===== src/rtl/pc_ras_unit.sv =====
// pc_ras_unit: program counter with in-block next-PC select and a circular return-address stack.
// Define PC_ALIGN_CHECK_EN to reject branch/call targets whose low two bits are non-zero.
module pc_ras_unit #(
   parameter int unsigned     PC_W      = 32,
   parameter logic [PC_W-1:0] RESET_PC  = '0,
   parameter int unsigned     INC       = 4,
   parameter int unsigned     RAS_DEPTH = 4
) (
   input  logic                               i_clk,
   input  logic                               i_rst_n,
   input  logic                               i_pc_w_c,
   input  logic [1:0]                         i_sel,
   input  logic [PC_W-1:0]                    i_target,
   output logic [PC_W-1:0]                    o_pc,
   output logic [PC_W-1:0]                    o_ras_top,
   output logic [$clog2(RAS_DEPTH+1)-1:0]     o_ras_cnt,
   output logic                               o_ras_empty,
   output logic                               o_ras_full,
   output logic                               o_ras_err,
   output logic                               o_align_err
);

   localparam int unsigned CNT_W = $clog2(RAS_DEPTH + 1);
   localparam int unsigned PTR_W = (RAS_DEPTH > 1) ? $clog2(RAS_DEPTH) : 1;

   localparam logic [1:0] SEL_SEQ    = 2'b00;
   localparam logic [1:0] SEL_BRANCH = 2'b01;
   localparam logic [1:0] SEL_CALL   = 2'b10;
   localparam logic [1:0] SEL_RET    = 2'b11;

   logic [PC_W-1:0]  pc_q, pc_d, pc_inc_c;
   logic [PC_W-1:0]  ras_q [RAS_DEPTH];
   logic [PTR_W-1:0] ptr_q, ptr_d, ptr_inc_c, ptr_dec_c;
   logic [CNT_W-1:0] cnt_q, cnt_d;
   logic             ras_err_q, ras_err_d;
   logic             push_c;
   logic             empty_c, full_c;
   logic             load_ok_c;

   assign pc_inc_c  = pc_q + PC_W'(INC);
   assign empty_c   = (cnt_q == '0);
   assign full_c    = (cnt_q == CNT_W'(RAS_DEPTH));
   assign ptr_inc_c = (ptr_q == PTR_W'(RAS_DEPTH - 1)) ? '0 : ptr_q + PTR_W'(1);
   assign ptr_dec_c = (ptr_q == '0) ? PTR_W'(RAS_DEPTH - 1) : ptr_q - PTR_W'(1);

`ifdef PC_ALIGN_CHECK_EN
   logic align_err_q, align_err_d;

   assign load_ok_c = (i_target[1:0] == 2'b00);

   // Misaligned branch/call targets latch the sticky alignment flag.
   always_comb begin
      align_err_d = align_err_q;
      if (i_pc_w_c && ((i_sel == SEL_BRANCH) || (i_sel == SEL_CALL)) && !load_ok_c)
         align_err_d = 1'b1;
   end

   always_ff @(posedge i_clk or negedge i_rst_n) begin
      if (!i_rst_n) align_err_q <= 1'b0;
      else          align_err_q <= align_err_d;
   end

   assign o_align_err = align_err_q;
`else
   assign load_ok_c   = 1'b1;
   assign o_align_err = 1'b0;
`endif

   // Next-PC and RAS pointer/count update.
   always_comb begin
      pc_d      = pc_q;
      ptr_d     = ptr_q;
      cnt_d     = cnt_q;
      ras_err_d = ras_err_q;
      push_c    = 1'b0;
      if (i_pc_w_c) begin
         case (i_sel)
            SEL_SEQ: pc_d = pc_inc_c;
            SEL_BRANCH: begin
               if (load_ok_c) pc_d = i_target;
            end
            SEL_CALL: begin
               if (load_ok_c) begin
                  pc_d   = i_target;
                  push_c = 1'b1;
                  ptr_d  = ptr_inc_c;
                  // A full stack overwrites its oldest slot, which is the one after top.
                  if (full_c) ras_err_d = 1'b1;
                  else        cnt_d     = cnt_q + CNT_W'(1);
               end
            end
            SEL_RET: begin
               if (empty_c) begin
                  pc_d      = pc_inc_c;
                  ras_err_d = 1'b1;
               end else begin
                  pc_d  = ras_q[ptr_q];
                  ptr_d = ptr_dec_c;
                  cnt_d = cnt_q - CNT_W'(1);
               end
            end
            default: pc_d = pc_q;
         endcase
      end
   end

   always_ff @(posedge i_clk or negedge i_rst_n) begin
      if (!i_rst_n) begin
         pc_q      <= RESET_PC;
         ptr_q     <= '0;
         cnt_q     <= '0;
         ras_err_q <= 1'b0;
      end else begin
         pc_q      <= pc_d;
         ptr_q     <= ptr_d;
         cnt_q     <= cnt_d;
         ras_err_q <= ras_err_d;
      end
   end

   // Return-address storage; the return address is taken from the pre-edge PC.
   always_ff @(posedge i_clk or negedge i_rst_n) begin
      if (!i_rst_n) begin
         for (int i = 0; i < int'(RAS_DEPTH); i++) ras_q[i] <= '0;
      end else if (push_c) begin
         ras_q[ptr_d] <= pc_inc_c;
      end
   end

   assign o_pc        = pc_q;
   assign o_ras_top   = empty_c ? '0 : ras_q[ptr_q];
   assign o_ras_cnt   = cnt_q;
   assign o_ras_empty = empty_c;
   assign o_ras_full  = full_c;
   assign o_ras_err   = ras_err_q;

endmodule


===== config.mk =====
export PLATFORM = sky130hd
export DESIGN_NAME = pc_ras_unit
export DESIGN_NICKNAME = d
export VERILOG_FILES = /design/src/rtl/pc_ras_unit.sv
export SDC_FILE = /design/constraint.sdc
export NUM_CORES = 1
export LEC_CHECK = 0
export BUFFER_PORTS_ARGS = -buffer_cell sky130_fd_sc_hd__buf_2
export CAP_MARGIN = 5
export CORE_UTILIZATION = 53
export DETAILED_ROUTE_END_ITERATION = 16
export PLACE_DENSITY = 0.85
export SLEW_MARGIN = 20
export SYNTH_ARGS = -nofsm -noshare
export SYNTH_HDL_FRONTEND = slang
export SYNTH_SLANG_ARGS = --single-unit

===== constraint.sdc =====
create_clock -name i_clk -period 2.34 [get_ports i_clk]
set_input_delay 0.468 -clock i_clk [delete_from_list [all_inputs] [get_ports i_clk]]
set_output_delay 0.468 -clock i_clk [all_outputs]
set_load 0.01 [all_outputs]

==> results of run 1 <==
==> logic make-up after synthesis <==
family                     after synthesis  synth area share
other                                    1          0.000444
adders and majority gates                7            0.0113
buffers and inverters                   82            0.0411
and+or+nand+nor                        266             0.155
AOI/OAI and AO/OA                      231             0.164
DFF                                    166             0.492
xor gates and xnor gates                31            0.0322
muxes                                   46             0.104
==> stage by stage <==
step | std cells | setup slack (ns) | setup TNS [ns]
after floorplan | 830 | 0.0146 | 0
after global placement | 1133 | 0.112 | 0
after detailed placement | 1133 | 0.00841 | 0
after CTS | 1177 | -0.0719 | -1.51
after global routing | 1191 | -0.150 | -3.60
final | 1191 | -0.104 | -1.88
==> power groups by stage <==
| stage | sequential, mW | combinational (mW) | clock [mW] |
|---|---|---|---|
| floorplan | 4.76 | 3.64 | 0 |
| global placement | 4.93 | 5.21 | 0 |
| detailed placement | 5.00 | 5.37 | 0 |
| CTS | 4.95 | 5.86 | 3.07 |
| global route | 5.13 | 7.01 | 3.18 |
| finish | 5.01 | 6.51 | 3.04 |
==> sequential cells by signal (all words and copies together) (netlist names) <==
| signal | cells |
|---|---|
| o_pc | 32 |
| o_ras_cnt | 3 |
| o_ras_err | 1 |
| ptr_q | 2 |
| ras_q | 128 |
==> cells in the mapped netlist, drive strengths merged (13+ instances only) <==
cell type	n
xnor2	16
xor2	15
nand2	79
mux4	32
dfrtp	166
buf	21
nor2	89
a21oi	74
clkbuf	45
nor2b	32
inv	16
nor3	13
a22oi	29
nand4	14
o21ai	83
==> cell type report <==
| type | count | area share |
|---|---|---|
| flip-flops and latches | 166 | 0.391 |
| multi-input cells | 582 | 0.384 |
| inverters | 16 | 0.00564 |
| clock buffers | 21 | 0.0442 |
| well taps | 211 | 0.0248 |
| clock inverters | 11 | 0.0162 |
| repair buffers | 184 | 0.135 |
==> worst max-delay path: cells and delay by family, from the launching register on <==
| kind | cells | cell delay, ns |
|---|---|---|
| mux | 1 | 0.54 |
| simple gates | 1 | 0.15 |
| buf+inv | 3 | 0.43 |
| flops | 1 | 0.39 |
==> layer usage <==
layer / routed length [µm] / part of all wire / GRT usage
met1: 9670 / 0.39 / 0.410
met2: 11900 / 0.48 / 0.486
met3: 2400 / 0.096 / 0.0847
met4: 942 / 0.038 / 0.143
met5: 0 / 0 / 0
==> worst max path at each step <==
| stage | to | from | slack, ns | cells past startpoint |
|---|---|---|---|---|
| after floorplan | ras_q[67] | ptr_q[0] | 0.01 | 8 |
| after detailed placement | ras_q[64] | i_sel[0] | 0.008 | 9 |
| after global placement | ras_q[65] | i_sel[0] | 0.11 | 9 |
| after CTS | o_ras_top[25] | ptr_q[0] | -0.07 | 5 |
| final | o_ras_top[18] | ptr_q[0] | -0.10 | 5 |
| after global routing | o_ras_top[18] | ptr_q[0] | -0.15 | 5 |
==> repair_timing <==
action / in CTS / in global routing
pin swaps: 0 / 6
hold buffers: 1 / 0
gates resized for setup: 7 / 32
cloned: 3 / 1
setup endpoints to repair: 32 / 111
setup buffers: 9 / 13
endpoints found under the hold margin: 48 / 0
==> results.md, run 1 <==
- CP Cell Sequence: buf_6 > buf_12 > mux4_2 > nor2b_1 > buf_2
- Drt total wl: 24900 µm
- Hold Crit Class: input port to flop
- Clk_skew: 0.0107 ns
- Routed length per instance: 20.9 µm
- Yosys top cell area share: 0.492
- Pwr dens: 1370 nW/µm²
- Yosys reg bits: 166
- Endpoints failing setup: 32
- Syn Inst Count: 830
- Post-synth EDFFs: 0
- Status: complete, but fails checks
- Leakage: 4.81 nW
- # rows: 45
- Slew HR: 0.584
- Die footprint: 16400 µm²
- Antenna violations before repair: 0
- Clk slew on worst S/H paths: 0.06 ns
- Violated checks: negative setup slack
- PortBufs: 106
- CP max stage cell: mux4_2
- WS Path Type: flop to primary output
- CTS H-tree depth: 4
- Post-layout min period: 2.44 ns
- Vias/cell: 6.29
- Worst-margin pin slew: 0.619 ns
- Min Hold Slack: 0.357 ns
- Filler instances: 1017
- Unrepaired setup endpoints after global routing: yes
- Mapped Nets: 874
- Worst skew pair latency: 0.44 ns
- Top cells by area, synth: dfrtp_1 49%, mux4_2 8.5%, o21ai_0 4.7%
- Detail Route Antenna Nets: 0
- Gate power share: 0.447
- Final Instance Area: 10600 µm²
- FF-to-FF path depth: 10
- Die height: 128 µm
- Tcrit/Tclk final: 1.04
- Most common cell after layout, fill and taps aside: dfrtp_1
- Reg-to-Reg End: ras_q[2]
- Worst Setup Start Kind: flop
- Fmax: 409 MHz
- Cell variety after synth: 60
- Fraction of registers with async set/reset: 1.00
- Hold path cells: 3
- Clock sink total: 166
- Die X: 128 µm
- CP Data Required Time: 1.87 ns
- Mean Syn Cell Area: 10.2 µm²
- DR vias: 7488
- CTS tree: yes
- Register area share after synthesis: 0.492
- CP Data Arrival Time: 1.98 ns
- CTS Buf Count: 17
- Final worst slack: -0.104 ns
- First-pass GRT wire length: 38500 µm
- Total GRT Usage: 0.312
- GP Congestion: 0.872
- Max-Cap Viols: 0
- Crit end category: primary output
- CP max stage delay: 0.54 ns
- Placed inst area: 9530 µm²
- Cell-internal power: 9.29 mW
- P&R area growth vs syn: 26.1%
- Yosys warnings: 0
- Gr ovfl total: 0
- Tot Pwr: 14.6 mW
- Footprint of the multi-input gates: 4080 µm²
- IO Pins: 108
- Sequential share of power: 0.344
- Min-Delay Endpoint: o_pc[0]
- DR iter-0 viols: 982
- CTS Buffer Depth: 2
- Most frequent cells in the layout: 161 x dfrtp_1, 98 x buf_2, 89 x nor2_1
- Largest net degree at the start of global routing: 52
- Final Hold Viols: 0
- Post-synth top flop: dfrtp_1
- Final core utilization: 0.693
- Detailed Routing Iterations Pass 1: 5
- Hold Crit Start: i_target[0]
- Storage cell area: 4160 µm²
- Initial Util: 0.549
- Reg2reg start: ptr_q[0]
- Dpl hpwl: 15800 µm
- Slew Limit Fails: 0
- Fraction of layout instances using a drive strength above 1: 0.292
- ANT cells: 0
- Post-synth top area cell: dfrtp_1
- Switch share: 0.362
- Root Driver: clkbuf_16
- Net Switching: 5.27 mW
- Crit Path Max Fanout: 6
- Mapped cell area: 8440 µm²
- Vias in the first global route: 7177
- Clock power share: 0.209
- # DRC: 0
- Final layout net count: 1011
- Max VDD drop: 836 µV
- Core box area: 15400 µm²
- R2r setup slk: 0 ns
No activity file was read; power rests on OpenSTA's default activity.
==> run 2, diff against run 1 <==
--- a/config.mk
+++ b/config.mk
@@ -10,6 +10,7 @@
 export CORE_UTILIZATION = 53
 export DETAILED_ROUTE_END_ITERATION = 16
 export PLACE_DENSITY = 0.85
+export REMOVE_ABC_BUFFERS = 1
 export SLEW_MARGIN = 20
 export SYNTH_ARGS = -nofsm -noshare
 export SYNTH_HDL_FRONTEND = slang
==> run 2 against run 1 <==
  * The run still ends with negative setup slack left
  * Largest power group unchanged
  * Maximum frequency is 0.40% higher
  * Die area stayed put
  * Critical path type unchanged
  * Wire length is 7.2% higher
  * Register-to-register slack worse by 0.03 ns
  * Sequential power is 0.8% higher
==> results.md, run 2 (synthesis results as in run 1) <==
- Dpl hpwl: 16400 µm (+3.7%)
- Max reg flops: 128 (unchanged)
- Initial Util: 0.549 (unchanged)
- First-pass GRT wire length: 38700 µm (+0.61%)
- DP Worst Slack: -0.0294 ns (-0.0378 ns)
- CP max stage cell: mux4_2
- Clock sink total: 166 (unchanged)
- P&R area growth vs syn: 25.7%
- Violated checks: negative setup slack
- Clk slew on worst S/H paths: 0.06 ns (about the same)
- Vias/cell: 6.55 (+4.2%)
- DR iter-0 viols: 1043 (+6.2%)
- Die footprint: 16400 µm² (unchanged)
- # rows: 45 (unchanged)
- Worst skew pair latency: 0.44 ns (about the same)
- Cells after DPL: 1136 (+0.26%)
- Finished Layout Cells: 1193 (+0.17%)
- CTS H-tree depth: 4 (unchanged)
- Fmax: 411 MHz (+0.40%)
- Slew Limit Fails: 0 (unchanged)
- WS Path Type: flop to primary output
- CP Data Arrival Time: 1.97 ns (about the same)
- Fraction of layout instances using a drive strength above 1: 0.290 (-0.00161)
- Min Hold Slack: 0.000503 ns (-0.357 ns)
- Total GRT Usage: 0.312 (-0.000571)
- Endpoints failing setup: 37 (+16%)
- Worst Setup Start Kind: flop
- Detailed Routing Iterations Pass 1: 8 (+3)
- Drt total wl: 26700 µm (+7.2%)
- Reg-to-Reg End: ras_q[126]
- Final worst slack: -0.0942 ns (+0.00980 ns)
- Hold Crit Class: input port to async pin
- Antenna violations before repair: 0 (unchanged)
- Most frequent cells in the layout: 164 x dfrtp_1, 101 x buf_2, 89 x nor2_1
- R2r setup slk: -0.03 ns (-0.03 ns)
- Final layout net count: 1015 (+0.40%)
- Slew HR: 0.579 (-0.00504)
- Largest reg by FF count: ras_q
- CTS tree: yes
- Most common cell after layout, fill and taps aside: dfrtp_1
- Clk_skew: 0.0121 ns (+0.00145 ns)
- CTS Hold Bufs: 0 (-1)
- Crit end category: primary output
- Crit Path Max Fanout: 19 (+13)
- CP Cell Sequence: buf_12 > mux4_2 > nor2b_1 > buf_2
- Storage cell area: 4160 µm² (about the same)
- CTS Buffer Depth: 2 (unchanged)
- Core box area: 15400 µm² (unchanged)
- Die height: 128 µm (unchanged)
- CP Data Required Time: 1.87 ns (about the same)
- Die X: 128 µm (unchanged)
- CP bufs+invs: 2 (-1)
- Status: complete, but fails checks
- Max-Cap Viols: 0 (unchanged)
- IO Pins: 108 (unchanged)
- Post-layout min period: 2.43 ns (-0.00980 ns)
- Crit-path leading delay family: multiplexers
- Pwr dens: 1350 nW/µm² (-1.6%)
- Max VDD drop: 706 µV (-15%)
- Routed length per instance: 22.4 µm (+7.0%)
- # DRC: 0 (unchanged)
- GP Congestion: 0.868 (-0.48%)
- Tcrit/Tclk final: 1.04 (-0.00419)
- DR vias: 7815 (+4.4%)
- CTS Buf Count: 17 (unchanged)
- PortBufs: 106 (unchanged)
- Root Driver: clkbuf_16
- Vias in the first global route: 7357 (+2.5%)
- Unrepaired setup endpoints after global routing: yes
- Gr ovfl total: 0 (unchanged)
- Final Hold Viols: 0 (unchanged)
- Largest net degree at the start of global routing: 59 (+13%)
- Final core utilization: 0.690 (-0.00252)
- CP max stage delay: 0.58 ns (+0.04 ns)
- Worst-margin pin slew: 0.626 ns (+0.00718 ns)
- Filler instances: 994 (-2.3%)
- FF-to-FF path depth: 5 (-5)
- Reg2reg start: o_pc[12]
- Footprint of the multi-input gates: 4060 µm² (-0.67%)
- Detail Route Antenna Nets: 0 (unchanged)
- Leakage: 4.80 nW (about the same)
- ANT cells: 0 (unchanged)
## run 2: what timing repair did
action | 4_1_cts | 5_1_grt
cloned | 0 | 5
pin swaps | 0 | 3
endpoints found under the setup margin | 32 | 90
resized for setup | 8 | 32
setup buffers | 3 | 19
## run 2: report_power, final
part           internal, mW  switching (mW)  total, mW
Sequential             4.09           0.958       5.05
Clock                  1.79            1.14       2.92
Combinational          3.10            3.21       6.31
## run 2: worst max path at each step
stage	endpoint	from	slack [ns]	depth (start not counted)
after floorplan	ras_q[32]	o_ras_cnt[2]	-2.42	4
after global placement	ras_q[65]	i_sel[0]	0.08	9
after detailed placement	ras_q[2]	i_sel[1]	-0.03	8
after CTS	o_ras_top[3]	ptr_q[0]	-0.08	4
after global routing	ras_q[126]	o_pc[12]	-0.36	5
final	o_ras_top[16]	ptr_q[0]	-0.09	4
## run 2: worst reg2reg max path, stage by stage (launching register included)
cell and delay (ns):
dfrtp_1 0.51, nand4_1 0.30, nor3_1 0.57, nand4_1 0.35, xnor2_1 0.38, o21ai_0 0.14
## run 2: per-layer routing
metal	routed length (µm)	vias up	global-route usage
li1	-	3246	-
met1	9740	3818	0.399
met2	13000	602	0.506
met3	2530	149	0.0580
met4	1500	0	0.168
met5	0	-	0
## run 2: layout make-up
type                    count  area share
multi-input cells         582       0.382
well taps                 211      0.0249
flip-flops and latches    166       0.392
inverters                  16     0.00590
repair buffers            188       0.138
clock buffers              19      0.0418
clock inverters            11      0.0149
## run 2: stage by stage
step                      setup TNS [ns]  cell area (µm²)  power (mW)
after floorplan                  -312.67             8150        8.27
after global placement                 0             9550        10.2
after detailed placement         -0.0556             9550        10.4
after CTS                          -1.74            10200        13.6
after global routing               -7.73            10600        15.0
final                              -1.93            10600        14.3
==> run 3, diff against run 2 <==
==> constraint.sdc (replaced) <==
create_clock -name i_clk -period 2.34 [get_ports i_clk]
set_input_delay 0.234 -clock i_clk [delete_from_list [all_inputs] [get_ports i_clk]]
set_output_delay 0.234 -clock i_clk [all_outputs]
set_load 0.01 [all_outputs]
==> run 3 against run 2 <==
  * The flow now finishes without violations
  * Register-to-register slack better by 0.17 ns
  * Combinational power is 13% lower
  * Core utilization down 3.6 points
  * Power decreased by 6.8%
  * Hold slack better by 0.12 ns
  * Setup slack better by 0.16 ns
  * Via count decreased by 9.3%
  * Clock power shrank 2%
  * Flip-flop and latch count unchanged
  * Critical path type unchanged
  * Largest power group unchanged
==> results.md, run 3 (synthesis results as in run 1) <==
- Clk_skew: 0.00604 ns (-0.00610 ns)
- P&R area growth vs syn: 19.1%
- Detail Route Antenna Nets: 0 (unchanged)
- Max VDD drop: 770 µV (+9.0%)
- Fmax: 441 MHz (+7.3%)
- GP Congestion: 0.876 (+0.88%)
- Post-layout min period: 2.27 ns (-0.165 ns)
- Routed length per instance: 19.8 µm (-12%)
- First-pass GRT wire length: 37000 µm (-4.4%)
- Final Hold Viols: 0 (unchanged)
- GRT Max-Usage Layer: met2
- DR vias: 7087 (-9.3%)
- Vias in the first global route: 7062 (-4.0%)
- Die height: 128 µm (unchanged)
- Postcts setup bufs: 0 (-3)
- Core box area: 15400 µm² (unchanged)
- Final worst slack: 0.0704 ns (+0.165 ns)
- Most frequent cells in the layout: 164 x dfrtp_1, 105 x buf_2, 89 x nor2_1
- Slew HR: 0.589 (+0.0102)
- DR iter-0 viols: 621 (-40%)
- Crit path depth: 4 (unchanged)
- Status: complete, no violations
- Endpoints failing setup: 0 (-100%)
- # DRC: 0 (unchanged)
- Slew Limit Fails: 0 (unchanged)
- CTS Buffer Depth: 2 (unchanged)
- Max reg flops: 128 (unchanged)
- Root Driver: clkbuf_16
- CP Data Required Time: 2.11 ns (+0.24 ns)
- Pwr dens: 1320 nW/µm² (-1.6%)
- Crit-path leading delay family: multiplexers
- Crit end category: primary output
- Total GRT Usage: 0.297 (-0.0149)
- Reg-to-Reg End: ras_q[64]
- CTS Buf Count: 17 (unchanged)
- Worst Setup Start Kind: flop
- Tot Pwr: 13.3 mW (-6.8%)
- IO Pins: 108 (unchanged)
- CP Cell Sequence: buf_6 > mux4_2 > nor2b_1 > buf_2
- CP max stage delay: 0.60 ns (+0.02 ns)
- Crit Path Max Fanout: 17 (-2)
- Met3 global-route usage: 0.0467 (-0.0113)
- Reg2reg start: ptr_q[1]
- CP Data Arrival Time: 2.04 ns (+0.07 ns)
- PortBufs: 106 (unchanged)
- Most common cell after layout, fill and taps aside: dfrtp_1
- Hold Crit Start: i_target[0]
- CP Capture Point: o_ras_top[10]
- FF-to-FF path depth: 7 (+2)
- CP bufs+invs: 2 (unchanged)
- Clock sink total: 166 (unchanged)
- ANT cells: 0 (unchanged)
- Antenna violations before repair: 0 (unchanged)
- Final TNS setup: 0 ns (+1.93 ns)
- Hold Crit Class: input port to flop
- Die footprint: 16400 µm² (unchanged)
- CP max stage cell: mux4_2
- Die X: 128 µm (unchanged)
- R2r setup slk: 0.14 ns (+0.17 ns)
- Final layout net count: 978 (-3.6%)
- Vias/cell: 6.13 (-6.5%)
- Worst-margin pin slew: 0.616 ns (-0.0105 ns)
- CTS tree: yes
- Largest reg by FF count: ras_q
- Detailed Routing Iterations Pass 1: 5 (-3)
- Initial Util: 0.549 (unchanged)
- Final core utilization: 0.654 (-0.0362)
- CTS H-tree depth: 4 (unchanged)
- # rows: 45 (unchanged)
- WS Path Type: flop to primary output
- GR Util met2: 0.476 (-0.0302)
- Drt total wl: 22900 µm (-14%)
- Dpl hpwl: 15200 µm (-7.4%)
- Largest net degree at the start of global routing: 66 (+12%)
- Gr ovfl total: 0 (unchanged)
- Worst skew pair latency: 0.43 ns (about the same)
- Worst Setup SP: ptr_q[0]
- DP Worst Slack: 0.146 ns (+0.175 ns)
- Tcrit/Tclk final: 0.970 (-0.0703)
- Met1 usage: 0.396 (-0.00295)
- Clk slew on worst S/H paths: 0.06 ns (about the same)
- Fraction of layout instances using a drive strength above 1: 0.252 (-0.0386)
- Max-Cap Viols: 0 (unchanged)
- Min Hold Slack: 0.122 ns (+0.122 ns)
- Leakage: 4.54 nW (-5.6%)
run 3: changes by cell type in the layout (fill, tap and decap cells not counted), moves of 3 or more:
cell | before | now
buf_6 | 13 | 3
clkbuf_8 | 1 | 4
clkbuf_16 | 21 | 17
nor2b_1 | 28 | 32
buf_12 | 14 | 6
nor2b_4 | 4 | 0
clkinv_2 | 6 | 3
buf_4 | 54 | 36
buf_2 | 101 | 105
run 3: final cells by class:
cell class	instances	area, µm²
clock buffers	23	488
clock inverters	8	121
fillers	1121	5320
inverters	16	60.1
multi-input cells	582	4000
flip-flops and latches	166	4160
well taps	211	264
repair buffers	151	960
run 3: metal layers:
layer | wire length, µm | up-vias
met2 | 11300 | 355
li1 | - | 3170
met1 | 9210 | 3497
met4 | 780 | 0
met3 | 1640 | 65
met5 | 0 | -
run 3: worst min-delay path by stage:
stage / to / slack [ns] / cells after the start
2_1_floorplan: o_pc[0] / -0.06 / 0
3_3_place_gp: ras_q[100] / 0.28 / 1
4_1_cts: o_pc[0] / 0.12 / 3
5_1_grt: o_pc[0] / 0.14 / 3
3_5_place_dp: ras_q[36] / 0.27 / 1
6_report: o_pc[0] / 0.12 / 3
run 3: report_power, final:
part | internal (mW) | leakage [nW] | switching (mW)
clock | 1.78 | 0.299 | 1.08
combinational | 2.58 | 2.17 | 2.91
sequential | 4.09 | 2.07 | 0.868
total | 8.45 | 4.54 | 4.86
run 3: timing repair:
| item | CTS | global route |
|---|---|---|
| resized for setup | 1 | 5 |
| endpoints found under the hold margin | 62 | 0 |
| endpoints found under the setup margin | 9 | 25 |
| hold buffers | 1 | 0 |
run 3: worst min-delay path, cell delays in order:
cell and delay [ns]:
buf_2 0.08, a22oi_1 0.07, o21ai_0 0.13
run 3: through the flow:
stage               instances  instance area [µm²]
floorplan                 764                 8150
global placement         1125                 9400
detailed placement       1125                 9400
CTS                      1157                10000
global route             1157                10000
finish                   1157                10000
